==> src/rtl/clock_disp_pkg.sv <==
// Shared display constants: active-low 7-segment glyphs (bit0 = a), digit indices and the pin payload.
package clock_disp_pkg;

  localparam int unsigned NUM_DIGITS = 6;

  localparam logic [2:0] DIG_SEC_ONES  = 3'd0;
  localparam logic [2:0] DIG_SEC_TENS  = 3'd1;
  localparam logic [2:0] DIG_MIN_ONES  = 3'd2;
  localparam logic [2:0] DIG_MIN_TENS  = 3'd3;
  localparam logic [2:0] DIG_HOUR_ONES = 3'd4;
  localparam logic [2:0] DIG_HOUR_TENS = 3'd5;

  localparam logic [6:0] SEG_0     = 7'h40;
  localparam logic [6:0] SEG_1     = 7'h79;
  localparam logic [6:0] SEG_2     = 7'h24;
  localparam logic [6:0] SEG_3     = 7'h30;
  localparam logic [6:0] SEG_4     = 7'h19;
  localparam logic [6:0] SEG_5     = 7'h12;
  localparam logic [6:0] SEG_6     = 7'h02;
  localparam logic [6:0] SEG_7     = 7'h78;
  localparam logic [6:0] SEG_8     = 7'h00;
  localparam logic [6:0] SEG_9     = 7'h10;
  localparam logic [6:0] SEG_DASH  = 7'h3F;
  localparam logic [6:0] SEG_BLANK = 7'h7F;

  localparam logic [NUM_DIGITS-1:0] AN_OFF = '1;

  typedef struct packed {
    logic [6:0]            seg_n;
    logic                  dp_n;
    logic [NUM_DIGITS-1:0] an_n;
  } disp_out_t;

  function automatic logic [6:0] seg_glyph(input logic [3:0] digit);
    case (digit)
      4'd0:    seg_glyph = SEG_0;
      4'd1:    seg_glyph = SEG_1;
      4'd2:    seg_glyph = SEG_2;
      4'd3:    seg_glyph = SEG_3;
      4'd4:    seg_glyph = SEG_4;
      4'd5:    seg_glyph = SEG_5;
      4'd6:    seg_glyph = SEG_6;
      4'd7:    seg_glyph = SEG_7;
      4'd8:    seg_glyph = SEG_8;
      4'd9:    seg_glyph = SEG_9;
      default: seg_glyph = SEG_BLANK;
    endcase
  endfunction

endpackage

==> src/rtl/bin2bcd_99.sv <==
// Combinational split of a 0..99 binary value into BCD tens/ones; flags values above 99.
module bin2bcd_99 (
  input  logic [7:0] value,
  output logic [3:0] tens,
  output logic [3:0] ones,
  output logic       invalid
);

  always_comb begin
    invalid = (value > 8'd99);
    tens    = 4'(value / 8'd10);
    ones    = 4'(value % 8'd10);
    if (invalid) begin
      tens = 4'd0;
      ones = 4'd0;
    end
  end

endmodule

==> src/rtl/seven_seg_scanner.sv <==
// Six-digit multiplexed HH MM SS driver with frame snapshots and alarm blink.
// Optional: SEVEN_SEG_LEADING_ZERO_BLANK_EN blanks a zero hour-tens digit.
module seven_seg_scanner
  import clock_disp_pkg::*;
#(
  parameter int unsigned SCAN_DIV     = 100000,
  parameter int unsigned ALARM_FRAMES = 2000,
  parameter int unsigned BLINK_SHIFT  = 7
) (
  input  logic       clk,
  input  logic       reset_n,
  input  logic [7:0] display_hour,
  input  logic [7:0] display_min,
  input  logic [7:0] display_sec,
  input  logic       is_pm,
  input  logic       alarm_sound,
  output logic [6:0] seg_n,
  output logic       dp_n,
  output logic [5:0] an_n
);

  localparam int unsigned CNT_W   = $clog2(SCAN_DIV);
  localparam int unsigned HOLD_W  = $clog2(ALARM_FRAMES + 1);
  localparam int unsigned FRAME_W = 16;

  logic [CNT_W-1:0]   cnt_q, cnt_d;
  logic [2:0]         idx_q, idx_d;
  logic [FRAME_W-1:0] frame_q, frame_d;
  logic [HOLD_W-1:0]  hold_q, hold_d;
  logic [7:0]         snap_hour_q, snap_hour_d;
  logic [7:0]         snap_min_q, snap_min_d;
  logic [7:0]         snap_sec_q, snap_sec_d;
  logic               snap_pm_q, snap_pm_d;
  disp_out_t          out_q, out_d;

  logic       tick_c, wrap_c, bcd_bad_c;
  logic [7:0] field_c;
  logic [3:0] tens_c, ones_c;

  // Field feeding the shared converter for the slot about to be shown.
  always_comb begin
    case (idx_q)
      DIG_SEC_ONES, DIG_SEC_TENS: field_c = snap_sec_q;
      DIG_MIN_ONES, DIG_MIN_TENS: field_c = snap_min_q;
      default:                    field_c = snap_hour_q;
    endcase
  end

  bin2bcd_99 u_bcd (
    .value   (field_c),
    .tens    (tens_c),
    .ones    (ones_c),
    .invalid (bcd_bad_c)
  );

  always_comb begin
    cnt_d       = cnt_q;
    idx_d       = idx_q;
    frame_d     = frame_q;
    hold_d      = hold_q;
    snap_hour_d = snap_hour_q;
    snap_min_d  = snap_min_q;
    snap_sec_d  = snap_sec_q;
    snap_pm_d   = snap_pm_q;
    out_d       = out_q;

    tick_c = (cnt_q == CNT_W'(SCAN_DIV - 1));
    wrap_c = tick_c && (idx_q == DIG_HOUR_TENS);

    cnt_d = tick_c ? '0 : cnt_q + CNT_W'(1);

    // Pins take the current slot on the tick; odd indices are tens digits.
    if (tick_c) begin
      out_d.seg_n = bcd_bad_c ? SEG_DASH : seg_glyph(idx_q[0] ? tens_c : ones_c);
      out_d.dp_n  = ~((idx_q == DIG_SEC_ONES) && snap_pm_q);
      out_d.an_n  = ~(NUM_DIGITS'(1) << idx_q);
`ifdef SEVEN_SEG_LEADING_ZERO_BLANK_EN
      if ((idx_q == DIG_HOUR_TENS) && !bcd_bad_c && (tens_c == 4'd0)) begin
        out_d.seg_n = SEG_BLANK;
        out_d.an_n  = AN_OFF;
      end
`endif
      if ((hold_q != '0) && frame_q[BLINK_SHIFT]) begin
        out_d.an_n = AN_OFF;
      end
      idx_d = idx_q + 3'd1;
    end

    // Snapshot on the wrap so the last slot of a frame still uses the old values.
    if (wrap_c) begin
      idx_d       = DIG_SEC_ONES;
      frame_d     = frame_q + FRAME_W'(1);
      snap_hour_d = display_hour;
      snap_min_d  = display_min;
      snap_sec_d  = display_sec;
      snap_pm_d   = is_pm;
    end

    if (alarm_sound) begin
      hold_d = HOLD_W'(ALARM_FRAMES);
    end else if (wrap_c && (hold_q != '0)) begin
      hold_d = hold_q - HOLD_W'(1);
    end
  end

  always_ff @(posedge clk or negedge reset_n) begin
    if (!reset_n) begin
      cnt_q       <= '0;
      idx_q       <= DIG_SEC_ONES;
      frame_q     <= '0;
      hold_q      <= '0;
      snap_hour_q <= '0;
      snap_min_q  <= '0;
      snap_sec_q  <= '0;
      snap_pm_q   <= 1'b0;
      out_q       <= '{seg_n: SEG_BLANK, dp_n: 1'b1, an_n: AN_OFF};
    end else begin
      cnt_q       <= cnt_d;
      idx_q       <= idx_d;
      frame_q     <= frame_d;
      hold_q      <= hold_d;
      snap_hour_q <= snap_hour_d;
      snap_min_q  <= snap_min_d;
      snap_sec_q  <= snap_sec_d;
      snap_pm_q   <= snap_pm_d;
      out_q       <= out_d;
    end
  end

  assign seg_n = out_q.seg_n;
  assign dp_n  = out_q.dp_n;
  assign an_n  = out_q.an_n;

endmodule
==> config.mk <==
export PLATFORM = sky130hd
export DESIGN_NAME = seven_seg_scanner
export DESIGN_NICKNAME = d
export VERILOG_FILES = /design/src/rtl/clock_disp_pkg.sv /design/src/rtl/bin2bcd_99.sv /design/src/rtl/seven_seg_scanner.sv
export SDC_FILE = /design/constraint.sdc
export NUM_CORES = 1
export LEC_CHECK = 0
export CAP_MARGIN = 20
export CORE_ASPECT_RATIO = 1.4
export CORE_MARGIN = 1.5
export CORE_UTILIZATION = 38
export DETAILED_ROUTE_END_ITERATION = 10
export GPL_ROUTABILITY_DRIVEN = 0
export HOLD_SLACK_MARGIN = 0.15
export MAX_ROUTING_LAYER = met4
export PLACE_DENSITY_LB_ADDON = 0.3
export RECOVER_POWER = 50
export SLEW_MARGIN = 15
export SYNTH_ARGS = -nofsm -noshare
export SYNTH_HDL_FRONTEND = slang
export SYNTH_HIERARCHICAL = 1
export SYNTH_SLANG_ARGS = --single-unit
export TNS_END_PERCENT = 5
==> constraint.sdc <==
create_clock -name clk -period 5.3 [get_ports clk]
set_input_delay 1.59 -clock clk [delete_from_list [all_inputs] [get_ports clk]]
set_output_delay 1.59 -clock clk [all_outputs]
set_load 0.1 [all_outputs]
==> Yosys cells after proc, flatten, opt, wreduce, memory -nomap -nowiden <==
Memories as Yosys holds them, arrays and structs flattened.
Cells that the tools add are included.
{ "totals": {"register_bits": 86, "mem_bits_ro": 112, "n_memories": 1} }
{ "classes": {"n_addsub": 4, "div_mod_pow": 2, "order_cmp": 1, "eq_ne": 5, "n_shift": 1, "mux": 11, "n_bitwise": 2, "reduce_logical": 10} }
{ "memory_table": {"columns": ["name", "depth", "width", "read_ports", "rd_ports_with_merged_regs", "wr", "line_no", "rtl"], "rows": [
  ["(no name shown)", 16, 7, 1, 0, 0, "clock_disp_pkg.sv:35", "case (digit)"]
]} }
{ "op_table": {"columns": ["op", "count"], "rows": [
  ["$mux 11", 2],
  ["$add 17x1->17 const B", 1],
  ["$eq 17x17->1 const B", 1],
  ["$mux 17", 1],
  ["$add 16x1->16 const B", 1],
  ["$pmux 8 s2", 1],
  ["$mux 4", 3],
  ["$reduce_bool 11->1", 1],
  ["$sub 11x1->11 const B", 1],
  ["$div 8x4->8 const B", 1],
  ["$gt 8x7->1 const B", 1],
  ["$mod 8x4->8 const B", 1],
  ["$mux 7", 1],
  ["$eq 3x2->1 const B", 2],
  ["$mux 3", 2],
  ["$mux 6", 1],
  ["$not 6->6", 1],
  ["$shl 1x3->6 const A", 1],
  ["$logic_and 1x1->1", 4],
  ["$reduce_bool 2->1", 2],
  ["$reduce_or 2->1", 2],
  ["$add 3x1->3 const B", 1],
  ["$eq 3x1->1 const B", 1],
  ["$eq 3x3->1 const B", 1],
  ["other kinds (2)", 2]
]} }

==> Logic depth before layout (Yosys ltp) <==
An unclocked memory read counts as a cell.
{ "depth": {"ltp_word": 8, "mapped_depth": 22} }

==> Cells and area by module <==
The synthesis kept the hierarchy.
{ "modules_own_cells": {"columns": ["module", "instances", "cells_each", "area_each_um2", "seq_area_each_um2"], "rows": [
  ["seven_seg_scanner", 1, 354, 4005.1, 1969.4],
  ["bin2bcd_99", 1, 84, 579.3, 0.0]
]} }

==> Worst setup path after synthesis <==
OpenSTA, ideal clock, no wires.
{ "synth_timing": {"kind": "register -> register", "startpoint": "reg idx_q[0]", "endpoint": "reg out_q (netlist bit seg_n[0])", "setup_time_ns": 0.092, "arrival_time_ns": 4.358, "path_slack_ns": 0.850, "stages_incl_launch_ff": 20, "n_path_buf": 3, "path_cell_list": "dfrtp_1 -> clkbuf_1 -> inv_1 -> ha_1 -> a21o_1 -> clkbuf_1 -> nor2_1 -> a21o_1 -> or3b_4 -> o221ai_1 -> o41ai_2 -> and2_1 -> buf_2 -> ha_1 -> a31o_1 -> a21oi_1 -> mux2i_1 -> mux2_2 -> a211oi_1 -> o21ai_0"} }
{ "synth_between": {"elab_chain_cells": 8} }
{ "synth_lines": {"columns": ["element", "line_no", "rtl"], "rows": [
  ["start, declared", "seven_seg_scanner.sv:27", "logic [2:0] idx_q, idx_d;"],
  ["start signal, assigned", "seven_seg_scanner.sv:119", "idx_q <= idx_d;"],
  ["$eq 3x2->1, or another cell as far along", "seven_seg_scanner.sv:42", "case (idx_q)"],
  ["$reduce_or 2->1", "seven_seg_scanner.sv:42", null],
  ["$pmux 8 s2 (*)", "seven_seg_scanner.sv:42", null],
  ["via field_c[5]", "seven_seg_scanner.sv:37", "logic [7:0] field_c;"],
  ["$mod 8x4->8 or $gt 8x7->1 (tied branches)", "bin2bcd_99.sv:12, bin2bcd_99.sv:10", null],
  ["$mux 4 (*)", "bin2bcd_99.sv:13", "if (invalid) begin"],
  ["via ones_c[2]", "seven_seg_scanner.sv:38", "logic [3:0] tens_c, ones_c;"],
  ["$mux 4 (*)", "seven_seg_scanner.sv:74", "out_d.seg_n = bcd_bad_c ? SEG_DASH : seg_glyph(idx_q[0] ? tens_c : ones_c);"],
  ["$mem_v2 16x7 (*)", null, null],
  ["$mux 7 (*)", "seven_seg_scanner.sv:74", null],
  ["end signal, assigned", "seven_seg_scanner.sv:116", "out_q <= '{seg_n: SEG_BLANK, dp_n: 1'b1, an_n: AN_OFF};"],
  ["end signal, assigned", "seven_seg_scanner.sv:126", "out_q <= out_d;"],
  ["end, declared", "seven_seg_scanner.sv:34", "disp_out_t out_q, out_d;"]
]} }
The timed path passes the listed nets; every way through them passes the cells marked *.
A chain may end at the register's enable or synchronous reset.

==> Final worst setup path <==
{ "layout_timing": {"startpoint": "reg idx_q[0]", "endpoint": "reg out_q (netlist bit seg_n[5])"} }
Same word-level chain as after synthesis.

==> flow_summary_export.csv <==
group,metric,value,unit
timing,worst_pin_slew,1960,ps
power_and_ir_drop,pwr-share-comb,0.027,
critical_path,crit_buf_inv,3,
drt,drc,0,
hold_path,hold_path_class,"flop to flop",
clock_tree,post_cts_buffers,0,
critical_path,critPathMaxFanout,17,
grt,grt_first_pass_wirelength,17.1,mm
power_and_ir_drop,p_int,1040,µW
layout,multi_input_area,2410,µm²
die,rows,47,
synthesis,ys_seq_area_frac,0.430,
hold_path,min_delay_path_depth,1,
hold_path,min-delay-start,"snap_pm_q",
clock_tree,clk_pin_slew,60,ps
synthesis,syn-cell-area,4580,µm²
timing,clock.fmax,204,MHz
critical_path,worstReg2RegEnd,"seg_n[5]",
placement,numPortBuffers,41,
clock_tree,post_cts_resized,0,
timing,max_slew_margin,-0.307,
power_and_ir_drop,p_leak,0.00234,µW
critical_path,rrSetupSlack,410,ps
clock_tree,cts_tree,"done",
clock_tree,h-tree-depth,3,
hold_path,min_to,"dp_n",
die,die_h,133,µm
placement,dp_cells,606,
synthesis,synth_seq_cells,78,
layout,fin_nets,513,
drt,via_per_inst,5.51,
clock_tree,clk_latency,340,ps
timing,tns,0,ps
layout,drive_gt1_frac,0.160,
clock_tree,cts.sinks,78,
synthesis,netlist_instances,438,
die,core_area,11800,µm²
power_and_ir_drop,p_clk_frac,0.521,
synthesis,postSynthAreaPerCell,10.5,µm²
clock_tree,cts_root_buf,"clkbuf_16",
critical_path,cpPeakStageDelay,540,ps
drt,drt-wirelength-per-cell,16.1,µm
clock_tree,cts_inserted_buffers,9,
power_and_ir_drop,seqPwrFrac,0.452,
outcome,violations,"max-capacitance violations, max-slew violations",
critical_path,path_class,"flop to flop",
critical_path,start_kind,"flop",
timing,setup_violations,0,
clock_tree,cts_hold_buf,0,
timing,post-route-period-util,0.923,
critical_path,cp_slowest_cell,"a21o_1",
drt,wl,10.0,mm
drt,ant_nets,0,
power_and_ir_drop,irDropWorstVdd,0.140,mV
die,io-pin-count,42,
synthesis,synth_edf_count,0,
synthesis,yosys.area.top_type,"dfrtp_1",
power_and_ir_drop,power.density,245,nW/µm²
timing,post-route-min-period,4890,ps
critical_path,worstPathRequired,5550,ps
synthesis,synthTopCellsByArea,"dfrtp_1 35%, dfstp_2 8.0%, mux2_2 5.6%, ha_1 4.1%, nor2_1 3.1%",
synthesis,synth_top_area_share,0.349,
die,chipWidth,95.8,µm
synthesis,ys_types,70,
layout,fin_util,0.455,
synthesis,async_flop_share,1.00,
power_and_ir_drop,fin_total_pwr,1320,µW
outcome,status,"finished with violations",
clock_tree,clockBufferDepth,2,
synthesis,yosys_warnings,6,
critical_path,cp_cell_sequence,"inv_1 -> ha_1 -> a21o_1 -> nor2_1 -> a21o_1 -> nand2b_4 -> or4b_4 -> a41oi_2 -> nor2_2 -> and3_4 -> o31a_1 -> mux2i_1 -> inv_1 -> ha_1 -> inv_1 -> mux2i_1 -> a211oi_1 -> o21ai_0",
drt,drt_iter0_drc,220,
layout,synthToLayoutAreaGrowth,17.3,%
grt,grtUsageTotal,0.176,
critical_path,cp-end-kind,"flop",
flow_run,max_cap_violations,1,
critical_path,r2r_cells,18,
layout,fin_cells,622,
grt,grt_max_degree,79,
timing,hold_viol,0,
layout,fillers,1093,
layout,antenna_cells,0,
synthesis,synth_fp_nets,481,
power_and_ir_drop,p_sw_frac,0.209,
drt,num_vias,3426,
grt,grt_pass1_vias,3518,
critical_path,cpMostUsedCell,"inv_1",
critical_path,path_delay_family,"compound AO/OA/AOI/OAI gates",
timing,skew,11.7,ps
placement,post-dp-hpwl,7.15,mm
die,start_util,0.388,
drt,drt_pass1_iterations,4,
critical_path,cp.arrival,5140,ps
power_and_ir_drop,power_switching,275,µW
synthesis,synth-main-ff-cell,"dfrtp_1",
timing,rsz0062_at_grt,"false",
die,dieArea,12700,µm²
grt,antenna_found_initial,0,
layout,seq_area,1970,µm²
critical_path,rr_startpoint,"idx_q[0]",
grt,grt-ovfl-total,0,
timing,slew_viol_final,79,
## metrics by stage
stage | setup slack (ps) | instance area (µm²) | hold WS [ps]
3_3_place_gp | 565 | 5060 | 458
5_1_grt | 0.635 | 5380 | 488
6_report | 409 | 5380 | 456
2_1_floorplan | 850 | 4580 | 389
4_1_cts | 452 | 5390 | 470
3_5_place_dp | 467 | 5060 | 457
## routing by layer
layer,track usage,vias to the layer above,wire (µm)
li1,-,1662,-
met1,0.200,1700,4120
met2,0.305,52,5480
met3,0.0351,12,261
met4,0.0539,0,171
met5,-,-,0
## final cells by class
class,instances,area share
clock buffer,10,0.0444
clock inverter,6,0.0175
inverter,16,0.0112
multi-input combinational,321,0.448
sequential,78,0.366
tap,147,0.0342
timing repair buffer,44,0.0789
## cell usage after synthesis (4+ instances only)
cell type  count
a21oi_1       11
nand2b_1       5
or4_1          8
a22o_1         8
nand2_1       20
o21ai_0       12
nor4_1         4
a21o_1        13
buf_2          5
xor2_1        14
a211oi_1       4
inv_1         15
o31ai_1        4
nand3_1       13
xnor2_1        9
clkbuf_1      11
nor3_1         9
a31oi_1        8
ha_1          15
dfrtp_1       64
mux2_1         7
nand4_1       11
dfstp_2       14
or3_1          5
nor4_2         4
nor2_1        38
nor2b_1       12
mux2_2        23
buf_6          4
mux2i_1       14
and2_1         5
## power groups by stage
stage                     combinational, µW  sequential (µW)  clock [µW]
after floorplan                        3.55              607           0
after global placement                 36.2              607           0
after detailed placement               36.7              607           0
after CTS                              36.8              596         705
after global routing                   39.1              595         730
final                                  35.0              596         687
## cell families (layout without fill, tap and decap cells)
logic type,after synthesis,in the layout,share of synthesized area
mux,44,44,0.104
fa+ha+maj,16,16,0.0431
flops,78,78,0.430
buf+inv,39,76,0.0456
simple gates,159,159,0.208
compound gates,79,79,0.126
xor+xnor,23,23,0.0439
## worst max-delay path by stage
stage                   from        to  slack (ps)  cells past startpoint
finish              idx_q[0]  seg_n[5]         410                     18
global route        idx_q[0]  seg_n[5]         0.6                     18
CTS                 idx_q[0]  seg_n[5]         450                     18
detailed placement  idx_q[0]  seg_n[5]         470                     18
global placement    idx_q[0]  seg_n[5]         570                     18
floorplan           idx_q[0]  seg_n[0]         850                     19
## sequential cells by signal, indices dropped and copies added (netlist names), 6 cells and up
name / cells
an_n: 6
frame_q: 8
snap_min_q: 8
snap_hour_q: 8
snap_sec_q: 8
cnt_q: 17
seg_n: 7
hold_q: 11
## worst register-to-register path, stage by stage, from the launching register on
cell and delay (ps):
dfrtp_1 530, inv_1 150, ha_1 240, a21o_1 280, nor2_1 390, a21o_1 540
nand2b_4 100, or4b_4 530, a41oi_2 240, nor2_2 110, and3_4 180, o31a_1 260
mux2i_1 430, inv_1 130, ha_1 220, inv_1 70, mux2i_1 70, a211oi_1 230
o21ai_0 100
## cells in the final DEF (no fill, tap or decap), types with 8 or more instances in the layout
master and instances:
a31oi_1 8, dfrtp_1 64, or4_1 8, a21oi_1 11, inv_1 15, mux2i_1 13, a22o_1 8, xnor2_1 9
nor2_1 37, o21ai_0 12, clkdlybuf4s50_1 40, nand4_1 11, mux2_2 23, nor3_1 9, nand2_1 20, nand3_1 13
dfstp_2 14, clkbuf_16 9, ha_1 15, a21o_1 13, xor2_1 14, nor2b_1 12
No activity file was read; power rests on OpenSTA's default activity.
